[config.mk]
export PLATFORM = sky130hd
export DESIGN_NAME = codec_seq_ctrl_flat
export DESIGN_NICKNAME = d
export VERILOG_FILES = /design/src/rtl/codec_seq_pkg.sv /design/src/rtl/codec_seq_ctrl_if.sv /design/src/rtl/codec_gain_stage.sv /design/src/rtl/codec_seq_ctrl.sv /design/src/flat_wrapper.sv
export SDC_FILE = /design/constraint.sdc
export NUM_CORES = 1
export LEC_CHECK = 0
export CAP_MARGIN = 10
export CELL_PAD_IN_SITES_DETAIL_PLACEMENT = 2
export CELL_PAD_IN_SITES_GLOBAL_PLACEMENT = 2
export CORE_MARGIN = 2
export CORE_UTILIZATION = 40
export DETAILED_ROUTE_END_ITERATION = 16
export GPL_ROUTABILITY_DRIVEN = 0
export GPL_TIMING_DRIVEN = 0
export PLACE_DENSITY_LB_ADDON = 0.3
export SYNTH_ARGS = -nofsm -noshare
export SYNTH_HDL_FRONTEND = slang
export SYNTH_SLANG_ARGS = --single-unit
[constraint.sdc]
create_clock -name clk -period 12.26 [get_ports clk]
set_input_delay 2.452 -clock clk [delete_from_list [all_inputs] [get_ports clk]]
set_output_delay 2.452 -clock clk [all_outputs]
set_load 0.02 [all_outputs]
[src/rtl/codec_seq_pkg.sv]
`default_nettype none
// ============================================================================
// Module   : codec_seq_pkg
// Brief    : Shared types and constants for the codec sequencing controller.
// Revision : 1.0 - initial release
// ============================================================================
package codec_seq_pkg;

   localparam int                SAMPLE_W   = 16;
   localparam int                GAIN_W     = 9;
   localparam logic [GAIN_W-1:0] GAIN_UNITY = GAIN_W'(256);

   typedef enum logic [2:0] {
      IDLE      = 3'd0,
      WAIT_LOCK = 3'd1,
      MUTE      = 3'd2,
      RAMP      = 3'd3,
      RUN       = 3'd4
   } state_e;

   // States in which nothing but silence may reach the codec.
   function automatic logic outputs_muted(state_e s);
      return (s == IDLE) || (s == WAIT_LOCK) || (s == MUTE);
   endfunction

endpackage
`default_nettype wire

[src/rtl/codec_seq_ctrl_if.sv]
`default_nettype none
// ============================================================================
// Module   : codec_seq_ctrl_if
// Brief    : Control, codec-link and sample bundle of the sequencing controller.
// Revision : 1.0 - initial release
// ============================================================================
interface codec_seq_ctrl_if;
   import codec_seq_pkg::*;

   logic                       enable;
   logic                       clr_fault;
   logic                       valid;
   logic signed [SAMPLE_W-1:0] proc_lft;
   logic signed [SAMPLE_W-1:0] proc_rht;
   logic                       intf_rst_n;
   logic signed [SAMPLE_W-1:0] lft_out;
   logic signed [SAMPLE_W-1:0] rht_out;
   logic                       smp_strobe;
   logic [2:0]                 state;
   logic                       fault;
   logic [3:0]                 retry_cnt;

   modport master (
      input  enable, clr_fault, valid, proc_lft, proc_rht,
      output intf_rst_n, lft_out, rht_out, smp_strobe, state, fault, retry_cnt
   );

   modport slave (
      output enable, clr_fault, valid, proc_lft, proc_rht,
      input  intf_rst_n, lft_out, rht_out, smp_strobe, state, fault, retry_cnt
   );

endinterface
`default_nettype wire

[src/rtl/codec_gain_stage.sv]
`default_nettype none
// ============================================================================
// Module   : codec_gain_stage
// Brief    : Registered signed 16x9 stereo scaler (x*gain>>>8) with force-zero.
// Revision : 1.0 - initial release
// ============================================================================
module codec_gain_stage
   import codec_seq_pkg::*;
(
   input  logic                       clk,
   input  logic                       rst,
   input  logic                       force_zero_i,
   input  logic [GAIN_W-1:0]          gain_i,
   input  logic signed [SAMPLE_W-1:0] lft_i,
   input  logic signed [SAMPLE_W-1:0] rht_i,
   output logic signed [SAMPLE_W-1:0] lft_o,
   output logic signed [SAMPLE_W-1:0] rht_o
);

   localparam int PROD_W = SAMPLE_W + GAIN_W;
   localparam int FRAC_W = GAIN_W - 1;

   logic signed [PROD_W-1:0]   w_gain_s;
   logic signed [PROD_W-1:0]   w_prod_l;
   logic signed [PROD_W-1:0]   w_prod_r;
   logic signed [SAMPLE_W-1:0] w_lft_scaled;
   logic signed [SAMPLE_W-1:0] w_rht_scaled;
   logic                       w_lft_sign_unused;
   logic                       w_rht_sign_unused;
   logic [FRAC_W-1:0]          w_lft_frac_unused;
   logic [FRAC_W-1:0]          w_rht_frac_unused;
   logic signed [SAMPLE_W-1:0] lft_q;
   logic signed [SAMPLE_W-1:0] rht_q;

   // Gain is unsigned, so it is zero-extended before entering the signed product.
   assign w_gain_s = $signed(PROD_W'(gain_i));
   assign w_prod_l = PROD_W'(lft_i) * w_gain_s;
   assign w_prod_r = PROD_W'(rht_i) * w_gain_s;

   assign {w_lft_sign_unused, w_lft_scaled, w_lft_frac_unused} = w_prod_l;
   assign {w_rht_sign_unused, w_rht_scaled, w_rht_frac_unused} = w_prod_r;

   always_ff @(posedge clk) begin
      if (rst) begin
         lft_q <= '0;
         rht_q <= '0;
      end else if (force_zero_i) begin
         lft_q <= '0;
         rht_q <= '0;
      end else begin
         lft_q <= w_lft_scaled;
         rht_q <= w_rht_scaled;
      end
   end

   assign lft_o = lft_q;
   assign rht_o = rht_q;

endmodule
`default_nettype wire

[src/rtl/codec_seq_ctrl.sv]
`default_nettype none
// ============================================================================
// Module   : codec_seq_ctrl
// Brief    : Codec link bring-up, mute/soft-ramp sequencing and frame watchdog.
// Revision : 1.0 - initial release
// ============================================================================
module codec_seq_ctrl
   import codec_seq_pkg::*;
#(
   parameter int RST_HOLD    = 64,
   parameter int WDOG_CYC    = 2048,
   parameter int MUTE_FRAMES = 8,
   parameter int GAIN_STEP   = 4
)(
   input  logic             clk,
   input  logic             rst,
   codec_seq_ctrl_if.master bus
);

   localparam int HOLD_W = $clog2(RST_HOLD + 1);
   localparam int WD_W   = $clog2(WDOG_CYC + 1);
   localparam int FRM_W  = $clog2(MUTE_FRAMES + 1);

   state_e              state_q, state_d;
   logic [HOLD_W-1:0]   hold_q, hold_d;
   logic [WD_W-1:0]     wd_q, wd_d;
   logic [FRM_W-1:0]    frame_q, frame_d;
   logic [GAIN_W-1:0]   gain_q, gain_d;
   logic                fault_q, fault_d;
   logic [3:0]          retry_q, retry_d;
   logic                strobe_q, strobe_d;
   logic                valid_q;

   logic                w_vrise;
   logic                w_wd_expire;
   logic [GAIN_W-1:0]   w_gain_sum;

   assign w_vrise     = bus.valid & ~valid_q;
   assign w_wd_expire = (state_q != IDLE) && (wd_q == WD_W'(WDOG_CYC - 1)) && !w_vrise;
   assign w_gain_sum  = gain_q + GAIN_W'(GAIN_STEP);

   always_ff @(posedge clk) begin
      if (rst) begin
         state_q  <= IDLE;
         hold_q   <= '0;
         wd_q     <= '0;
         frame_q  <= '0;
         gain_q   <= '0;
         fault_q  <= 1'b0;
         retry_q  <= '0;
         strobe_q <= 1'b0;
         valid_q  <= 1'b0;
      end else begin
         state_q  <= state_d;
         hold_q   <= hold_d;
         wd_q     <= wd_d;
         frame_q  <= frame_d;
         gain_q   <= gain_d;
         fault_q  <= fault_d;
         retry_q  <= retry_d;
         strobe_q <= strobe_d;
         valid_q  <= bus.valid;
      end
   end

   always_comb begin
      state_d  = state_q;
      hold_d   = hold_q;
      wd_d     = (state_q == IDLE || w_vrise) ? '0 : wd_q + WD_W'(1);
      frame_d  = frame_q;
      gain_d   = gain_q;
      fault_d  = bus.clr_fault ? 1'b0 : fault_q;
      retry_d  = retry_q;
      strobe_d = w_vrise && (state_q != IDLE);

      case (state_q)
         IDLE: begin
            if (!bus.enable) begin
               hold_d = '0;
            end else if (hold_q == HOLD_W'(RST_HOLD - 1)) begin
               state_d = WAIT_LOCK;
               hold_d  = '0;
            end else begin
               hold_d = hold_q + HOLD_W'(1);
            end
         end
         WAIT_LOCK: begin
            if (w_vrise) begin
               state_d = MUTE;
               frame_d = '0;
            end
         end
         MUTE: begin
            if (w_vrise) begin
               if (frame_q == FRM_W'(MUTE_FRAMES - 1)) begin
                  state_d = RAMP;
                  gain_d  = '0;
               end else begin
                  frame_d = frame_q + FRM_W'(1);
               end
            end
         end
         RAMP: begin
            if (w_vrise) begin
               if (w_gain_sum >= GAIN_UNITY) begin
                  gain_d  = GAIN_UNITY;
                  state_d = RUN;
               end else begin
                  gain_d = w_gain_sum;
               end
            end
         end
         RUN:     gain_d  = GAIN_UNITY;
         default: state_d = IDLE;
      endcase

      // A deliberate disable is not a link failure, so it outranks the watchdog.
      if (!bus.enable) begin
         state_d = IDLE;
      end else if (w_wd_expire) begin
         state_d = IDLE;
         fault_d = 1'b1;
         if (retry_q != 4'hF) begin
            retry_d = retry_q + 4'd1;
         end
      end

      if (state_d != state_q) begin
         wd_d = '0;
      end
      if (state_d == IDLE) begin
         gain_d  = '0;
         frame_d = '0;
      end
   end

   // Muting follows the next state so outputs drop together with the state change.
   codec_gain_stage u_gain (
      .clk          (clk),
      .rst          (rst),
      .force_zero_i (outputs_muted(state_d)),
      .gain_i       (gain_q),
      .lft_i        (bus.proc_lft),
      .rht_i        (bus.proc_rht),
      .lft_o        (bus.lft_out),
      .rht_o        (bus.rht_out)
   );

   assign bus.intf_rst_n = (state_q != IDLE);
   assign bus.state      = state_q;
   assign bus.smp_strobe = strobe_q;
   assign bus.fault      = fault_q;
   assign bus.retry_cnt  = retry_q;

endmodule
`default_nettype wire
[src/flat_wrapper.sv]
// flat-port wrapper written by rule: the top's interface ports become plain ports
module codec_seq_ctrl_flat import codec_seq_pkg::*;
#(
   parameter int RST_HOLD    = 64,
   parameter int WDOG_CYC    = 2048,
   parameter int MUTE_FRAMES = 8,
   parameter int GAIN_STEP   = 4
)
  (clk, rst, bus_enable, bus_clr_fault, bus_valid, bus_proc_lft, bus_proc_rht, bus_intf_rst_n, bus_lft_out, bus_rht_out, bus_smp_strobe, bus_state, bus_fault, bus_retry_cnt);
  codec_seq_ctrl_if bus_i ();
  input  logic clk;
  input  logic rst;
  input wire logic [$bits(bus_i.enable)-1:0] bus_enable;
  input wire logic [$bits(bus_i.clr_fault)-1:0] bus_clr_fault;
  input wire logic [$bits(bus_i.valid)-1:0] bus_valid;
  input wire logic [$bits(bus_i.proc_lft)-1:0] bus_proc_lft;
  input wire logic [$bits(bus_i.proc_rht)-1:0] bus_proc_rht;
  output wire logic [$bits(bus_i.intf_rst_n)-1:0] bus_intf_rst_n;
  output wire logic [$bits(bus_i.lft_out)-1:0] bus_lft_out;
  output wire logic [$bits(bus_i.rht_out)-1:0] bus_rht_out;
  output wire logic [$bits(bus_i.smp_strobe)-1:0] bus_smp_strobe;
  output wire logic [$bits(bus_i.state)-1:0] bus_state;
  output wire logic [$bits(bus_i.fault)-1:0] bus_fault;
  output wire logic [$bits(bus_i.retry_cnt)-1:0] bus_retry_cnt;
  assign bus_i.enable = bus_enable;
  assign bus_i.clr_fault = bus_clr_fault;
  assign bus_i.valid = bus_valid;
  assign bus_i.proc_lft = bus_proc_lft;
  assign bus_i.proc_rht = bus_proc_rht;
  assign bus_intf_rst_n = bus_i.intf_rst_n;
  assign bus_lft_out = bus_i.lft_out;
  assign bus_rht_out = bus_i.rht_out;
  assign bus_smp_strobe = bus_i.smp_strobe;
  assign bus_state = bus_i.state;
  assign bus_fault = bus_i.fault;
  assign bus_retry_cnt = bus_i.retry_cnt;
  codec_seq_ctrl #(.RST_HOLD(RST_HOLD), .WDOG_CYC(WDOG_CYC), .MUTE_FRAMES(MUTE_FRAMES), .GAIN_STEP(GAIN_STEP)) u_core (.clk(clk), .rst(rst), .bus(bus_i));
endmodule
---- Word level (Yosys, flattened, before mapping) ----
Cells that the tools add are included.
word-level totals
  RAM bits ................................ 0
  word-level logic and storage cells ...... 78
  latch bits .............................. 0
  bits in registers ....................... 74
  memories ................................ 0
  output and inout port bits .............. 42
  bits of input ports ..................... 37
  memory bits (read-only) ................. 0
operators by class
  multipliers ............................. 2
  $lt $le $gt $ge ......................... 1
  div/mod/pow operators ................... 0
  reduce and logical (&&, ||, !) cells .... 18
  bitwise operators ....................... 2
  shift operators ......................... 0
  add/subtract/negate cells ............... 5
  eq/ne operators ......................... 16
  muxes and demuxes ....................... 23
operator list
  operator                                                                 number
  16-bit by 10-bit multiplier with 24-bit output                           2
  9-bit 2-to-1 mux                                                         4
  9-bit one-hot mux with 3 select lines                                    1
  3-bit 2-to-1 mux                                                         8
  3-bit one-hot mux with 5 select lines                                    1
  7-bit 2-to-1 mux                                                         2
  12-bit by 1-bit adder with 12-bit output, second input constant          1
  12-bit by 11-bit equality test with 1-bit output, second input constant  1
  4-bit 2-to-1 mux                                                         3
  9-bit by 3-bit adder with 9-bit output, second input constant            1
  3-bit by 2-bit equality test with 1-bit output, second input constant    3
  9-bit greater-or-equal comparator, second input constant                 1
  4-bit by 1-bit adder with 4-bit output, second input constant            2
  2-bit by 1-bit != test with 1-bit output, second input constant          4
  4-bit one-hot mux with 2 select lines                                    1
  4-bit AND reduction                                                      2
  7-bit by 1-bit adder with 7-bit output, second input constant            1
  7-bit by 6-bit equality test with 1-bit output, second input constant    1
  3-bit by 1-bit equality test with 1-bit output, second input constant    2
  3-bit zero test                                                          2
  3-bit nonzero test                                                       2
  4-bit by 3-bit equality test with 1-bit output, second input constant    1
  4-bit != test, second input constant                                     1
  2-bit OR reduction                                                       2
  other kinds (12)                                                         18

---- Depth between registers and ports, before layout ----
  depth after elaboration ................. 11
  mapped depth ............................ 20

---- By module ----
From an unflattened synthesis, not the netlist that was laid out.
second synthesis, totals
  cell total of the unflattened synthesis .. 1411
  area, all modules ....................... 12443.2 µm²
by module, submodules not included
  module            cells each  area each (µm²)  instances  sequential area each (µm²)
  codec_gain_stage  1175        10407.5          1          640.6
  codec_seq_ctrl    236         2035.7           1          800.8

---- Worst setup path before layout ----
No wires, ideal clock.
  kind .................................... input port to flip-flop
  from .................................... input bus_proc_rht[6]
  to ...................................... register u_core.u_gain.rht_q[15], in the netlist u_core.u_gain.rht_o[15]
  stages on the path ...................... 16
  library setup time ...................... 0.070 ns
  arrival time ............................ 6.759 ns
  required time ........................... 12.190 ns
  path slack .............................. 5.432 ns
  path through ............................ nand2_1 fa_1 inv_1 fa_1 fa_1 fa_1 ha_1 ha_1 a21o_1 a221o_1 a31o_1 a21oi_4 a211oi_1 o31a_1 or3_1 a21oi_1
between the ends
  cells in the longest elaborated chain, start to end .. 1
ends and longest elaborated chain
  item                                            RTL line                source
  start: declaration                              flat_wrapper.sv:17      input wire logic [$bits(bus_i.proc_rht)-1:0] bus_proc_rht;
  16-bit by 10-bit multiplier with 24-bit output  codec_gain_stage.sv:38  assign w_prod_r = PROD_W'(rht_i) * w_gain_s;
  end signal: assignment                          codec_gain_stage.sv:52  rht_q <= w_rht_scaled;
  end: declaration                                codec_gain_stage.sv:33  logic signed [SAMPLE_W-1:0] rht_q;
Every way passes these cells.
A chain may end at the register's enable or synchronous reset.

---- Final worst setup path ----
Ends and elaborated chain as after synthesis.

==> flow_summary_export.csv <==
group,metric,value,unit
cts,cts_buffers,9,
route,drc,0,
logic_synthesis,synth-edff-count,0,
placement,dp_hpwl,25900,um
timing,max_freq,131,MHz
logic_synthesis,synth_instances,1122,
critical_path,crit-reg2reg-capture,"u_core.u_gain.rht_o[15]",
cts,clk_latency,0.35,ns
power_and_ir_drop,power_density_normalized_to_cell_area,43.4,nW/um^2
cts,htreeDepth,3,
floorplan,die_h,168,um
power_and_ir_drop,combinationalPowerShare,5.7,%
logic_synthesis,synth.cell_area,10700,sq um
critical_path,critPathArrivalTime,7.89,ns
finish,mostFrequentLayoutCell,"sky130_fd_sc_hd__and2_1",
finish,final_layout_size_suffix_gt1_share,3.84,%
power_and_ir_drop,p_leak,6.31,nW
critical_path,timing.critical_path.slowest_stage_cell,"sky130_fd_sc_hd__clkdlybuf4s50_1",
placement,i_o_buffers,78,
timing,timing_worst_slew_pin_value,0.861,ns
power_and_ir_drop,p_switching,145,uW
outcome,status,"completed",
power_and_ir_drop,ir_drop,0.0000490,V
route,detailedRoute.firstPassIterationCount,4,
timing,relSlewSlack,42.6,%
route,drtAntennaViolNets,0,
logic_synthesis,postSynthRegisterBits,72,
floorplan,chipWidth,168,um
critical_path,setup.reg_to_reg.worst_slack,6.35,ns
critical_path,timing.critical_path.slowest_cell_delay,0.67,ns
cts,cts.reportedPaths.clkPinSlew,0.07,ns
critical_path,crit_path_end_kind,"flop",
logic_synthesis,synth.largest_area_cell,"sky130_fd_sc_hd__fa_1",
placement,place_area,12000,sq um
floorplan,starting_density_of_the_core,41.0,%
flow_run,timing.max_cap.violations,0,
route,avgViaCountPerCell,5.25,
critical_path,rr_startpoint,"u_core.gain_q[4]",
critical_path,timing.critical_path.from,"bus_proc_rht[6]",
timing,post-route-min-period,7.61,ns
route,drt-total-wl,32700,um
route,wirelength_per_cell,21.0,um
critical_path,worstSetupPathDepth,17,
logic_synthesis,synthesis.yosys.warnings,0,
grt,grt_antenna_before_repair,0,
logic_synthesis,netlist_top_cells_area,"sky130_fd_sc_hd__fa_1, sky130_fd_sc_hd__ha_1, sky130_fd_sc_hd__dfxtp_1",
grt,grt_pass1_wl,54100,um
critical_path,critical_path_required,12.54,ns
finish,nets,1582,
power_and_ir_drop,p_int,388,uW
cts,tritoncts_num_sinks,72,
critical_path,critical_path_buf_inv_count,2,
cts,postCtsSetupBuffers,0,
critical_path,critical_path.cell_chain,"clkdlybuf4s50_1 -> nand2_1 -> fa_1 -> inv_1 -> fa_1 -> fa_1 -> fa_1 -> ha_1 -> ha_1 -> a21o_1 -> a221o_1 -> a31o_1 -> a21oi_4 -> a211oi_1 -> o31a_1 -> or3_1 -> a21oi_1",
logic_synthesis,synth_flop_cell,"sky130_fd_sc_hd__dfxtp_1",
timing,setup_violations,0,
finish,nFillCells,2770,
power_and_ir_drop,clock_power_share,50.2,%
timing,hold_slack,0.481,ns
floorplan,floorplan.core_area,26200,sq um
power_and_ir_drop,sequentialPowerShare,44.0,%
grt,grtUsageTotal,24.8,%
logic_synthesis,post-synth-top-area-fraction,29.8,%
cts,cts.repair.resized,0,
logic_synthesis,synth_seq_area_share,13.4,%
cts,holdBufCountCts,0,
power_and_ir_drop,sw_share,27.2,%
critical_path,path_common_cell,"sky130_fd_sc_hd__fa_1",
finish,finalInstanceArea,12300,sq um
critical_path,crit_path_max_fanout,7,
finish,antenna-diode-count,0,
floorplan,die_area,28200,sq um
timing,finalHoldViolations,0,
route,routed-via-count,8193,
cts,clockRootBuffer,"sky130_fd_sc_hd__clkbuf_16",
critical_path,cp-endpoint,"u_core.u_gain.rht_o[15]",
grt,grt.overflow.total,0,
cts,clock_path_buffers,2,
critical_path,cp-start-kind,"input port",
timing,clock_skew,0.00711,ns
worst_hold_path,hp-class,"reg2reg",
grt,grt_pass1_vias,9803,
timing,grt_setup_unrepaired,"no",
critical_path,r2r_cells,18,
critical_path,critPathKind,"in2reg",
floorplan,placement_rows,59,
timing,setup-tns-final,0,ns
finish,area_growth,14.1,%
logic_synthesis,synth_cell_types,63,
floorplan,io-pin-count,79,
critical_path,cp_top_family,"adder cells",
timing,maxSlewViolCount,0,
finish,highest_count_cells_in_the_layout_ignoring_fill_and_taps,"sky130_fd_sc_hd__and2_1, sky130_fd_sc_hd__ha_1, sky130_fd_sc_hd__fa_1, sky130_fd_sc_hd__inv_1, sky130_fd_sc_hd__clkdlybuf4s50_1",
cts,cts_tree,"done",
logic_synthesis,synthArstFlopShare,0,%
grt,grt_start_max_net_pins,16,
timing,post-route-period-util,62.1,%
logic_synthesis,synth_area_per_cell,9.57,sq um
route,first_iter_violations,241,
cell families after synthesis:
| group | count (synthesis) | share of synthesized area [%] |
|---|---|---|
| other | 1 | 0.0349 |
| muxes | 1 | 0.0932 |
| DFF | 72 | 13.4 |
| adders and majority gates | 325 | 49.1 |
| and+or+nand+nor | 397 | 20.3 |
| buffers and inverters | 167 | 6.07 |
| AOI/OAI and AO/OA | 100 | 6.26 |
| xor gates and xnor gates | 59 | 4.81 |
worst reg2reg max path, cell delays in order (launching register included):
cell and delay [ns]:
sky130_fd_sc_hd__dfxtp_1 0.31, sky130_fd_sc_hd__buf_2 0.20, sky130_fd_sc_hd__clkbuf_1 0.53, sky130_fd_sc_hd__nand2_1 0.17, sky130_fd_sc_hd__fa_1 0.56, sky130_fd_sc_hd__inv_1 0.05, sky130_fd_sc_hd__fa_1 0.51, sky130_fd_sc_hd__fa_1 0.56
sky130_fd_sc_hd__fa_1 0.45, sky130_fd_sc_hd__ha_1 0.29, sky130_fd_sc_hd__ha_1 0.32, sky130_fd_sc_hd__a21o_1 0.19, sky130_fd_sc_hd__a221o_1 0.34, sky130_fd_sc_hd__a31o_1 0.27, sky130_fd_sc_hd__a21oi_4 0.20, sky130_fd_sc_hd__a211oi_1 0.14
sky130_fd_sc_hd__o31a_1 0.31, sky130_fd_sc_hd__or3_1 0.31, sky130_fd_sc_hd__a21oi_1 0.14
worst min path at each step:
stage | startpoint | end | cells past startpoint
floorplan | u_core.wd_q[0] | u_core.wd_q[0] | 1
global placement | u_core.wd_q[0] | u_core.wd_q[0] | 1
detailed placement | u_core.wd_q[0] | u_core.wd_q[0] | 1
CTS | u_core.wd_q[0] | u_core.wd_q[0] | 1
global route | u_core.wd_q[0] | u_core.wd_q[0] | 1
finish | u_core.wd_q[0] | u_core.wd_q[0] | 1
registers in the layout (all words and copies together) (netlist names):
signal and flops:
u_core.bus.retry_cnt 4, u_core.u_gain.lft_o 16, u_core.frame_q 4, u_core.gain_q 7, u_core.bus.state 3, u_core.u_gain.rht_o 16, u_core.bus.smp_strobe 1, u_core.valid_q 1
u_core.hold_q 7, u_core.wd_q 12, u_core.bus.fault 1
synthesized netlist by cell type (all sizes together), types with 19 or more instances:
cell type / instances
clkbuf: 26
inv: 131
nand2: 70
ha: 165
xor2: 19
fa: 160
xnor2: 40
a21oi: 28
and2: 175
dfxtp: 72
nor2: 72
o21ai: 19
metal layers:
layer | part of all wire (%) | GRT usage, % | vias up
met1 | 44 | 30.7 | 4217
met2 | 52 | 45.3 | 136
met3 | 2.4 | 3.03 | 48
li1 | - | - | 3792
met5 | 0 | 0 | -
met4 | 2.3 | 7.22 | 0
power groups by stage:
stage               Clock (mW)  Sequential [mW]  Combinational (mW)
finish                   0.268            0.235              0.0304
global route             0.286            0.235              0.0326
CTS                      0.281            0.235              0.0302
detailed placement           0            0.240              0.0297
global placement             0            0.240              0.0289
floorplan                    0            0.240             0.00515
layout make-up:
type	count	area [sq um]	area share (%)
Multi-Input combinational cell	892	8680	70.8
Sequential cell	72	1440	11.8
Timing Repair Buffer	78	781	6.37
Inverter	131	492	4.01
Tap cell	335	419	3.42
Clock buffer	9	225	1.84
Buffer	36	160	1.31
Clock inverter	7	60.1	0.490
stage by stage:
| step | instances | setup slack [ns] | utilization, % | power, mW |
|---|---|---|---|---|
| 6_report | 1560 | 4.65 | 46.8 | 0.533 |
| 2_1_floorplan | 1131 | 5.43 | - | 0.245 |
| 5_1_grt | 1560 | 4.40 | 46.8 | 0.553 |
| 3_3_place_gp | 1544 | 4.38 | 45.7 | 0.269 |
| 3_5_place_dp | 1544 | 4.25 | 45.7 | 0.270 |
| 4_1_cts | 1560 | 4.60 | 46.8 | 0.546 |
No activity file was read; power rests on OpenSTA's default activity.
